[src/rtl/fifo_wr_arbiter.sv]
// Round-robin write arbiter feeding a single FIFO write port; zero-latency handshake.
// Define FIFO_ARB_BURST_EN to let a granted requester hold the port for up to bl words.
module fifo_wr_arbiter #(
    parameter int dw = 8,
    parameter int nr = 4,
    parameter int bl = 4
) (
    input  logic                    clk,
    input  logic                    rst,
    input  logic [nr-1:0]           req_valid,
    input  logic [nr*dw-1:0]        req_data,
    output logic [nr-1:0]           req_ready,
    input  logic                    wfull,
    output logic                    winc,
    output logic [dw-1:0]           wdata,
    output logic [$clog2(nr)-1:0]   grant_id,
    output logic [15:0]             wcount,
    output logic                    locked
);

    localparam int IW = $clog2(nr);

    if (nr < 2 || nr > 8) begin : g_bad_nr
        $error("fifo_wr_arbiter: nr must be in 2..8");
    end
    if (bl < 1) begin : g_bad_bl
        $error("fifo_wr_arbiter: bl must be at least 1");
    end

`ifdef FIFO_ARB_BURST_EN
    localparam int CW = $clog2(bl + 1);
    typedef enum logic [1:0] {IDLE, ARB, LOCK} state_t;
    logic [IW-1:0] lock_id, lock_id_n;
    logic [CW-1:0] cnt, cnt_n;
`else
    typedef enum logic [1:0] {IDLE, ARB} state_t;
`endif

    state_t        state, state_n;
    logic [IW-1:0] ptr, ptr_n;
    logic [IW-1:0] win_idx, cand;
    logic          win_found;
    logic          grant;

    function automatic logic [IW-1:0] inc_idx(input logic [IW-1:0] i);
        if (int'(i) == nr - 1) return '0;
        return i + 1'b1;
    endfunction

    // Winner search: first valid requester at or above ptr, wrapping; a lock pins the winner.
    always_comb begin
        win_found = 1'b0;
        win_idx   = '0;
        cand      = '0;
        for (int k = 0; k < nr; k++) begin
            cand = IW'((int'(ptr) + k) % nr);
            if (!win_found && req_valid[cand]) begin
                win_found = 1'b1;
                win_idx   = cand;
            end
        end
`ifdef FIFO_ARB_BURST_EN
        if (state == LOCK) begin
            win_found = req_valid[lock_id];
            win_idx   = lock_id;
        end
`endif
    end

    assign grant = win_found && !wfull && !rst;
    assign winc  = |(req_valid & req_ready);

    always_ff @(posedge clk) begin
        if (rst) begin
            state    <= IDLE;
            ptr      <= '0;
            grant_id <= '0;
            wcount   <= '0;
`ifdef FIFO_ARB_BURST_EN
            lock_id  <= '0;
            cnt      <= '0;
`endif
        end else begin
            state <= state_n;
            ptr   <= ptr_n;
`ifdef FIFO_ARB_BURST_EN
            lock_id <= lock_id_n;
            cnt     <= cnt_n;
`endif
            if (winc) begin
                grant_id <= win_idx;
                wcount   <= wcount + 16'd1;
            end
        end
    end

    // A full FIFO freezes state and pointer; only a real transfer advances ptr.
    always_comb begin
        state_n = state;
        ptr_n   = ptr;
`ifdef FIFO_ARB_BURST_EN
        lock_id_n = lock_id;
        cnt_n     = cnt;
        if (state == LOCK) begin
            if (!wfull) begin
                if (req_valid[lock_id] && cnt != CW'(bl - 1)) begin
                    cnt_n = cnt + 1'b1;
                end else begin
                    state_n = (|req_valid) ? ARB : IDLE;
                    ptr_n   = inc_idx(lock_id);
                    cnt_n   = '0;
                end
            end
        end else begin
            if (!wfull) state_n = (|req_valid) ? ARB : IDLE;
            if (winc) begin
                if (bl > 1) begin
                    state_n   = LOCK;
                    cnt_n     = CW'(1);
                    lock_id_n = win_idx;
                end else begin
                    ptr_n = inc_idx(win_idx);
                end
            end
        end
`else
        if (!wfull) state_n = (|req_valid) ? ARB : IDLE;
        if (winc) ptr_n = inc_idx(win_idx);
`endif
    end

    always_comb begin
        req_ready = '0;
        wdata     = '0;
        if (grant) begin
            req_ready[win_idx] = 1'b1;
            wdata              = req_data[win_idx*dw +: dw];
        end
`ifdef FIFO_ARB_BURST_EN
        locked = (state == LOCK);
`else
        locked = 1'b0;
`endif
    end

endmodule

[config.mk]
export PLATFORM = sky130hd
export DESIGN_NAME = fifo_wr_arbiter
export DESIGN_NICKNAME = d
export VERILOG_FILES = /design/src/rtl/fifo_wr_arbiter.sv
export SDC_FILE = /design/constraint.sdc
export NUM_CORES = 1
export LEC_CHECK = 0
export CAP_MARGIN = 5
export CELL_PAD_IN_SITES_DETAIL_PLACEMENT = 0
export CELL_PAD_IN_SITES_GLOBAL_PLACEMENT = 1
export CORE_MARGIN = 2
export CORE_UTILIZATION = 26
export CTS_CLUSTER_SIZE = 12
export DETAILED_ROUTE_END_ITERATION = 6
export PLACE_DENSITY = 0.82
export SLEW_MARGIN = 10
export SYNTH_ARGS = -nofsm -noshare
export SYNTH_HDL_FRONTEND = slang
export SYNTH_SLANG_ARGS = --single-unit
[constraint.sdc]
create_clock -name clk -period 2.3 [get_ports clk]
set_input_delay 0.46 -clock clk [delete_from_list [all_inputs] [get_ports clk]]
set_output_delay 0.46 -clock clk [all_outputs]
set_load 0.01 [all_outputs]
# Word level (Yosys, flattened, before mapping)
# Cells that the tools add are included.
totals:
  reg_bits: 20
  elab_cells: 53
  out_inout_bits: 32
  input_bits: 39
op_classes:
  shifts: 1
  add_sub_neg: 5
  n_bitwise: 1
  mux: 24
  magnitude_cmp: 6
  reduce_logical: 12
  eq_ne: 1
ops:
  columns: ["op", "n"]
  rows:
  - ["$shiftx 32x6->8", 1]
  - ["$add 16x1->16 const B", 1]
  - ["$lt 2x3->1 const B", 5]
  - ["$mux 2", 6]
  - ["$mux 1", 11]
  - ["$bmux 1 s2", 4]
  - ["$mux 8", 1]
  - ["$logic_and 1x1->1", 6]
  - ["$logic_not 1->1", 5]
  - ["$add 2x1->2 const B", 2]
  - ["$add 2x2->2 const B", 2]
  - ["$and 4x4->4", 1]
  - ["$mux 4", 1]
  - ["$reduce_or 4->1", 1]
  - ["$demux 1 s2", 1]
  - ["$eq 2x1->1 const B", 1]
  - ["$ge 2x1->1 const B", 1]

# Logic depth before layout (Yosys ltp)
# Gate-level depths: netlist of the first run.
logic_depth:
  word_depth: 21
  mapped_depth: 8
  mapped_depth_nobuf: 6

# Worst setup path after synthesis of the first run
# No wires, ideal clock.
synth_path:
  path_type: "input-to-output"
  start: "in wfull"
  end: "out wdata[0]"
  stages: 7
  required_time_ns: 1.840
  n_path_buf: 2
  slack_ns: 0.042
  arrival_ns: 1.798
  cell_sequence: "or2_1 or2_0 buf_2 inv_1 buf_2 nand3_2 o22ai_1"
synth_between:
  elab_chain_cells: 4
synth_lines:
  columns: ["item", "line_no", "rtl"]
  rows:
  - ["start, declared", "13", "input logic wfull,"]
  - ["$logic_not 1->1", null, null]
  - ["$logic_and 1x1->1 (2 in series)", "70", "assign grant = win_found && !wfull && !rst;"]
  - ["$mux 8", "135", "if (grant) begin"]
  - ["end, declared", "15", "output logic [dw-1:0] wdata,"]
# No other way between the ends.

# Worst setup path in the final report of the first run
layout_path:
  start: "in req_valid[3]"
  end: "out wdata[2]"
layout_between:
  elab_chain_cells: 15
  elab_cells_between_ends: 26
  classes_between: "shift (1); mux (17); reduce/logical (8)"
layout_lines:
  columns: ["item", "line_no", "rtl"]
  rows:
  - ["start, declared", "10", "input logic [nr-1:0] req_valid,"]
  - ["branches (longest 14 deep; another with $bmux 1 s2)", null, null]
  - ["$mux 8 (*)", "135", null]
# Mark *: on every way between the ends. The select of a mux whose other input is x is not followed.

==> impl_metrics.json, run 1 <==
{
  "insertion_delay_ps": 270,
  "yosys.area.top_type": "dfxtp_1",
  "cts_inserted_buffers": 3,
  "outcome": "finished, final reports clean",
  "clk_pin_slew_worst_paths_ps": 70,
  "htreeDepth": 1,
  "die_w_um": 72.64,
  "setup_violations": 0,
  "die_y_um": 72.64,
  "vias": 1400,
  "clock_path_buffers": 2,
  "grt_pass1_wl_um": 6534,
  "timing.setup.tns_ps": 0,
  "io_pins": 71,
  "timing.final.crit_period_ps": 2275,
  "rsz0062_at_grt": "yes",
  "synth_cell_types": 38,
  "max_freq_mhz": 439.5,
  "cp-start-kind": "primary input",
  "tightest_slew_ps": 567.8,
  "p_leak_nw": 0.9029,
  "ys_seq_area_share_pct": 32.69,
  "first_pass_iters": 4,
  "cts_tree": "done",
  "hpwl_um": 2830,
  "post-place-ws_ps": -816.0,
  "synth_area_leaders": "dfxtp_1 (33%), mux2i_1 (14%), xor2_1 (6.4%)",
  "grt_max_degree": 21,
  "peakVddDrop_mv": 0.3710,
  "drive_gt1_share_pct": 31.12,
  "die_area_sq_um": 5277,
  "setup_slack_ps": 24.59,
  "slew_headroom_pct": 62.15,
  "postSynthAreaPerCell_sq_um": 8.390,
  "ys.warnings.count": 0,
  "worstSetupPathType": "primary input to primary output",
  "wl_per_cell_um": 14.10,
  "cts.sinks": 20,
  "io_buffers": 69,
  "ys.flop_type": "dfxtp_1",
  "drtIter0Drc": 54,
  "antenna_found_initial": 0,
  "design.core.area_sq_um": 4444,
  "hold_class": "register to register",
  "seqPwrFrac_pct": 34.0,
  "start_util_pct": 27.56,
  "gp_congestion": 0.8196,
  "mostFrequentLayoutCell": "clkdlybuf4s50_1",
  "mappedNetlistArea_sq_um": 1225,
  "finalCritPeriodShare_pct": 98.93,
  "critPathSlowestCell": "clkdlybuf4s15_2",
  "switching_share_pct": 25.85,
  "end_kind": "primary output",
  "drv_slew": 0,
  "crit_arrival_ps": 1820,
  "maxCapViolations": 0,
  "synthArstFlopShare_pct": 0,
  "synth_fp_nets": 186,
  "pwr-share-clk_pct": 33.7,
  "final-hold-violation-count": 0,
  "p_comb_share_pct": 32.2,
  "holdBufCountCts": 0,
  "path_cells": "clkdlybuf4s15_2 > a21oi_2 > nor3_2 > buf_4 > buf_12 > mux2i_2 > o22ai_2 > buf_2",
  "syn_to_final_growth_pct": 92.75,
  "num_antenna_cells": 0,
  "dp.cells": 280,
  "power.density_nw_per_um2": 447.3,
  "skew_ps": 6.462,
  "grt_pass1_vias": 1359,
  "synth_top_area_share_pct": 32.69,
  "hold_slack_ps": 464.8,
  "final_cells": 293,
  "track_usage_pct": 15.71,
  "cp_data_required_time_ps": 1840,
  "ant_nets": 0,
  "most-common-layout-cells": "clkdlybuf4s50_1 (50), buf_4 (23), nor2_1 (19), dfxtp_1 (19), buf_2 (14)",
  "wl_um": 4130,
  "p_int_uw": 783.1,
  "netlist_instances": 146,
  "nets": 282,
  "worstPathMaxFanout": 5,
  "fillers": 420,
  "p_switching_uw": 273.0,
  "viasPerCell": 4.778,
  "total_power_mw": 1.056,
  "rows": 24,
  "synth_seq_cells": 20,
  "critPathMaxStageDelay_ps": 260,
  "cts_root_buffer": "clkbuf_8",
  "synth_edf_count": 0,
  "drc": 0,
  "overflow": 0
}
## worst paths after layout
kind	start	endpoint	slack, ps	cells past startpoint
worst max-delay path	req_valid[3]	wdata[2]	20	8
worst min-delay path	grant_id[1]	grant_id[1]	460	2
worst max register to register	wcount[0]	wcount[8]	410	5
worst min register to register	grant_id[1]	grant_id[1]	460	2
## cells by family after synthesis
logic type                 after synthesis  synth area share, %
DFF                                     20                32.69
adders and majority gates                1                1.021
buffers and inverters                   11                4.188
muxes                                   17                13.89
AOI/OAI and AO/OA                       24                14.30
and+or+nand+nor                         59                24.31
other                                    1               0.3061
xor gates and xnor gates                13                9.295
## power by group through the flow
stage	combinational [mW]	sequential [mW]	clock, mW
6_report	0.340	0.359	0.356
2_1_floorplan	0.113	0.368	0
5_1_grt	0.361	0.361	0.383
4_1_cts	0.322	0.360	0.362
3_3_place_gp	0.267	0.368	0
3_5_place_dp	0.270	0.367	0
## cells in the mapped netlist, types with 2 or more instances
library cell	instances
o21ai_0	2
nor2_1	19
a21oi_1	7
nand4_1	6
or3_1	2
dfxtp_1	20
nor2b_1	3
nor3_1	4
xor2_1	9
buf_2	4
mux2i_1	17
xnor2_1	4
o22ai_1	8
nand3_1	4
clkbuf_1	2
nand2_1	10
inv_1	3
nor4_1	2
## flip-flops by register name (all words and copies together) (netlist names)
signal,cells
grant_id,2
wcount,16
ptr,2
## metrics by stage
| stage | util (%) | instance area (sq um) |
|---|---|---|
| 2_1_floorplan | - | 1225 |
| 4_1_cts | 52.11 | 2316 |
| 3_3_place_gp | 47.61 | 2116 |
| 6_report | 53.13 | 2361 |
| 5_1_grt | 53.13 | 2361 |
| 3_5_place_dp | 47.61 | 2116 |
## critical path: cells and delay by family
family | cells | cell delay, ps
muxes | 1 | 230
buffers and inverters | 4 | 730
AOI/OAI and AO/OA | 2 | 170
and+or+nand+nor | 1 | 220
## metal layers
metal	part of all wire (%)	global-route usage (%)
met5	0	0
met4	1.6	4.938
met3	4.0	3.867
met2	51	26.16
met1	44	19.95
## timing repair
item	in CTS	in global routing
gates cloned	5	0
resized for setup	84	13
pin swaps	10	8
setup endpoints to repair	14	13
buffers inserted	5	0
## final cells by class
class | instances | area [sq um] | area share (%)
Inverter | 3 | 11.26 | 0.4769
Timing Repair Buffer | 97 | 888.4 | 37.63
Clock inverter | 1 | 30.03 | 1.272
Sequential cell | 20 | 404.1 | 17.12
Multi-Input combinational cell | 117 | 920.9 | 39.00
Tap cell | 52 | 65.06 | 2.756
Clock buffer | 3 | 41.29 | 1.749
Power figures use the tool's default switching activity.
==> inputs of run 2 (changes only) <==
Settings changed: CORE_MARGIN 2 to 3, SLEW_MARGIN 10 to 20.
==> run 2 against run 1 <==
Net effect:
- sequential power about the same
- cell area up 0.69%
- core utilization up 0.37 points
- register-to-register slack about the same
- setup slack worse by 22 ps
- global-route usage down 0.71 points
- maximum frequency down 0.98%
- critical path type unchanged
- highest routed layer unchanged
==> impl_metrics.json, run 2 (synthesis gave the netlist of run 1 again) <==
{
  "wl_met2_um": 2272,
  "r2r_end": "wcount[8]",
  "place_area_sq_um": 2101,
  "maxCapViolations": 0,
  "hold_end": "grant_id[0]",
  "p_switching_uw": 273.2,
  "drv_slew": 0,
  "hold_class": "register to register",
  "cp-start-kind": "primary input",
  "final-hold-violation-count": 0,
  "p_comb_share_pct": 33.2,
  "timing.final.crit_period_ps": 2298,
  "wl_met3_um": 93,
  "cts_tree": "done",
  "p_leak_nw": 0.8965,
  "design.core.area_sq_um": 4444,
  "cp_top_family": "buffers and inverters",
  "pwr-share-clk_pct": 32.9,
  "final_area_sq_um": 2377,
  "rrSetupSlack_ps": 400,
  "critPathSlowestCell": "clkdlybuf4s15_2",
  "wl_um": 4364,
  "seqPwrFrac_pct": 33.9,
  "io_pins": 71,
  "setup_slack_ps": 2.170,
  "ant_nets": 0,
  "num_antenna_cells": 0,
  "critPathMaxStageDelay_ps": 270,
  "p_int_uw": 786.9,
  "mostFrequentLayoutCell": "clkdlybuf4s50_1",
  "grt_max_degree": 21,
  "peakVddDrop_mv": 0.2340,
  "grt_pass1_vias": 1310,
  "cts_root_buffer": "clkbuf_8",
  "rsz0062_at_grt": "yes",
  "gp_congestion": 0.7872,
  "cts.sinks": 20,
  "skew_ps": 0.9127,
  "largest_register_ffs": 16,
  "worst-path-buf-inv": 4,
  "reg2reg_depth": 5,
  "slew_headroom_pct": 64.05,
  "cts_inserted_buffers": 3,
  "finalCritPeriodShare_pct": 99.91,
  "switching_share_pct": 25.77,
  "rows": 24,
  "die_area_sq_um": 5571,
  "top_regs": "wcount: 16 flops, grant_id: 2 flops, ptr: 2 flops",
  "die_y_um": 74.64,
  "dp.cells": 278,
  "syn_to_final_growth_pct": 94.08,
  "clock_path_buffers": 2,
  "setup_violations": 0,
  "path_cells": "clkdlybuf4s15_2 > a21oi_2 > nor3_2 > buf_4 > buf_16 > mux2i_1 > o22ai_2 > buf_2",
  "power.density_nw_per_um2": 446.0,
  "vias": 1411,
  "crit_arrival_ps": 1840,
  "first_pass_iters": 4,
  "top_register": "wcount",
  "hpwl_um": 2861,
  "htreeDepth": 1,
  "worstSetupPathType": "primary input to primary output",
  "die_w_um": 74.64,
  "tightest_slew_ps": 539.3,
  "wl_per_cell_um": 15.05,
  "post-place-ws_ps": -806.7,
  "overflow": 0,
  "drive_gt1_share_pct": 31.51,
  "drc": 0,
  "reg2reg_from": "wcount[0]",
  "worstPathMaxFanout": 8,
  "viasPerCell": 4.866,
  "start_util_pct": 27.56,
  "total_power_mw": 1.060,
  "grt_pass1_wl_um": 6430,
  "end_kind": "primary output",
  "drtIter0Drc": 85,
  "most-common-layout-cells": "clkdlybuf4s50_1 (50), dfxtp_1 (19), buf_4 (19)",
  "insertion_delay_ps": 260,
  "top_layer": "met4",
  "nets": 279,
  "cp_data_required_time_ps": 1840,
  "outcome": "finished, final reports clean",
  "met1Wirelength_um": 1895,
  "io_buffers": 69,
  "antenna_found_initial": 0,
  "max_freq_mhz": 435.2,
  "holdCritStartpoint": "grant_id[0]",
  "track_usage_pct": 15.00,
  "min_delay_path_depth": 2,
  "final_cells": 290,
  "clk_pin_slew_worst_paths_ps": 70
}
[run 2: worst max path at each step]
| stage | from | end | slack, ps | cells past startpoint |
|---|---|---|---|---|
| after floorplan | wfull | wdata[0] | 40 | 7 |
| after CTS | ptr[1] | wdata[2] | -3 | 8 |
| final | req_valid[3] | wdata[7] | 2 | 8 |
| after detailed placement | req_valid[0] | wdata[2] | -810 | 8 |
| after global placement | req_valid[0] | wdata[0] | -860 | 8 |
| after global routing | ptr[1] | wdata[3] | -80 | 8 |
[run 2: stage by stage]
stage	util, %	hold WS, ps	TNS, ps
finish	53.49	467.2	0
global route	53.49	485.2	-373.9
CTS	51.07	465.5	-2.696
detailed placement	47.27	454.8	-10680
global placement	47.27	446.5	-11490
floorplan	-	480.5	0
[run 2: worst register-to-register path, stage by stage, from the launching register on]
cell	delay [ps]
dfxtp_1	420
ha_1	230
inv_1	50
or4_1	670
or3_1	360
a21oi_1	120
[run 2: power groups by stage]
stage	clock network, mW	logic (mW)	registers, mW
after floorplan	0	0.113	0.368
after detailed placement	0	0.269	0.368
after CTS	0.359	0.310	0.360
final	0.349	0.352	0.360
after global placement	0	0.268	0.368
after global routing	0.381	0.373	0.361
[run 2: layout make-up]
class | count | area, sq um
clock buffer | 3 | 41.29
clock inverter | 1 | 30.03
fill | 422 | 2067
inverter | 3 | 11.26
multi-input combinational | 117 | 954.7
sequential | 20 | 404.1
tap | 52 | 65.06
timing repair buffer | 94 | 870.8
[run 2: what timing repair did]
| item | CTS | global route |
|---|---|---|
| endpoints found under the setup margin | 14 | 12 |
| setup buffers | 3 | 1 |
| hold buffers | 0 | 0 |
| pin swaps | 9 | 9 |
| cloned | 4 | 0 |
| resized for setup | 81 | 24 |
[run 2: per-layer routing]
layer | vias up | global-route usage, %
li1 | 709 | -
met1 | 665 | 19.79
met2 | 29 | 24.88
met3 | 8 | 2.670
met4 | 0 | 4.743
met5 | - | 0
==> inputs of run 3 (changes only) <==
Settings changed: CORE_MARGIN 3 to not set.
==> run 3 against run 2 <==
Net effect:
- the run now ends with DRC left
- total power grew 1.8%
- setup slack gained 25 ps
- combinational power grew 5%
- clock skew grew 6.9 ps
- highest routed layer unchanged
- clock-buffer cell count is the same
- sequential share of layout area shrank 0.48 points
- non-clock buffer count grew 4
==> impl_metrics.json, run 3 (synthesis gave the netlist of run 1 again) <==
{
  "wl_um": 4330,
  "dp.cells": 280,
  "place_area_sq_um": 2116,
  "cts_tree": "done",
  "maxCapViolations": 0,
  "r2r_end": "wcount[10]",
  "p_int_uw": 799.2,
  "violations": "DRC",
  "cts_root_buffer": "clkbuf_8",
  "p_comb_share_pct": 34.2,
  "overflow": 0,
  "end_kind": "primary output",
  "top_register": "wcount",
  "pwr-share-clk_pct": 32.5,
  "die_w_um": 70.64,
  "wl_per_cell_um": 14.73,
  "timing.final.crit_period_ps": 2273,
  "clk_pin_slew_worst_paths_ps": 80,
  "final_area_sq_um": 2446,
  "critPathLaunch": "wfull",
  "clock_path_buffers": 2,
  "max_freq_mhz": 439.9,
  "drtIter0Drc": 53,
  "rrSetupSlack_ps": 430,
  "die_y_um": 70.64,
  "fillers": 399,
  "hpwl_um": 2802,
  "io_buffers": 69,
  "peakVddDrop_mv": 0.2670,
  "mostFrequentLayoutCell": "clkdlybuf4s50_1",
  "final_util_pct": 55.04,
  "htreeDepth": 1,
  "rsz0062_at_grt": "yes",
  "reg2reg_depth": 5,
  "reg2reg_from": "wcount[0]",
  "track_usage_pct": 16.25,
  "crit_end": "wdata[2]",
  "setup_violations": 0,
  "cts.sinks": 20,
  "top_regs": "wcount: 16 flops, grant_id: 2 flops, ptr: 2 flops",
  "syn_to_final_growth_pct": 99.69,
  "hold_class": "register to register",
  "holdCritStartpoint": "grant_id[1]",
  "p_leak_nw": 0.9146,
  "grt_pass1_wl_um": 6451,
  "vias": 1443,
  "ant_nets": 0,
  "p_switching_uw": 279.8,
  "die_area_sq_um": 4990,
  "start_util_pct": 27.56,
  "crit_arrival_ps": 1810,
  "outcome": "complete, but fails checks",
  "grt_max_degree": 21,
  "rows": 24,
  "drv_slew": 0,
  "power.density_nw_per_um2": 441.1,
  "drc": 10,
  "cp-start-kind": "primary input",
  "num_antenna_cells": 0,
  "io_pins": 71,
  "skew_ps": 7.766,
  "worstSetupPathType": "primary input to primary output",
  "cp_data_required_time_ps": 1840,
  "grt_pass1_vias": 1405,
  "gp_congestion": 0.7470,
  "antenna_found_initial": 0,
  "hold_slack_ps": 456.7,
  "switching_share_pct": 25.93,
  "final_cells": 294,
  "drive_gt1_share_pct": 33.88,
  "viasPerCell": 4.908,
  "finalCritPeriodShare_pct": 98.84,
  "seqPwrFrac_pct": 33.3,
  "largest_register_ffs": 16,
  "insertion_delay_ps": 260,
  "design.core.area_sq_um": 4444,
  "most-common-layout-cells": "clkdlybuf4s50_1 (50), buf_4 (22), nor2_1 (19), dfxtp_1 (19), buf_2 (13)",
  "nets": 283,
  "worstPathMaxFanout": 5,
  "first_pass_iters": 6,
  "total_power_mw": 1.079,
  "final-hold-violation-count": 0,
  "cts_inserted_buffers": 3
}
==> run 3: changes by cell type in the layout (fill, tap and decap cells not counted), sizes merged <==
cell           previous run  this run
clkbuf                    5         6
clkdlybuf4s15             4         3
dlygate4sd2               0         1
buf                      38        41
==> run 3: power by group through the flow <==
stage	combinational, mW	clock (mW)	sequential, mW
2_1_floorplan	0.113	0	0.368
3_3_place_gp	0.270	0	0.367
3_5_place_dp	0.270	0	0.367
4_1_cts	0.310	0.359	0.359
5_1_grt	0.389	0.384	0.361
6_report	0.369	0.351	0.359
==> run 3: per-stage QoR <==
step | TNS (ps) | setup slack, ps
global route | -465.4 | -93.99
global placement | -10530 | -838.6
detailed placement | -10520 | -822.4
finish | 0 | 26.77
CTS | 0 | 6.439
floorplan | 0 | 41.78
==> run 3: area by class of cell <==
class / instances / area, sq um / area share, %
multi-input combinational: 117 / 996.0 / 40.72
inverter: 3 / 11.26 / 0.4604
clock inverter: 1 / 30.03 / 1.228
tap: 52 / 65.06 / 2.660
sequential: 20 / 404.1 / 16.52
clock buffer: 3 / 41.29 / 1.688
timing repair buffer: 98 / 898.4 / 36.73
==> run 3: how the worst min path moves through the flow <==
stage / slack (ps) / cells past startpoint / to
2_1_floorplan: 480 / 2 / grant_id[0]
3_3_place_gp: 440 / 2 / grant_id[0]
3_5_place_dp: 450 / 2 / grant_id[1]
4_1_cts: 460 / 2 / grant_id[1]
5_1_grt: 490 / 2 / grant_id[1]
6_report: 460 / 2 / grant_id[1]
==> run 3: repair_timing <==
action | in CTS | in global routing
gates resized for setup | 81 | 27
setup endpoints to repair | 14 | 12
gates cloned | 3 | 1
buffers inserted | 5 | 1
pin swaps | 10 | 8
hold buffers | 0 | 0
==> run 3: layer usage <==
layer	global-route usage (%)	vias up	wire length, um
met1	18.84	676	1790
li1	-	721	-
met3	3.419	10	188
met2	29.45	36	2240
met4	6.000	0	110
met5	0	-	0
==> run 3: critical path: stages <==
cell and delay, ps:
clkdlybuf4s15_1 160, or2_1 240, or2_1 250, inv_2 130
buf_6 120, nand3_4 110, o22ai_2 190, buf_2 150
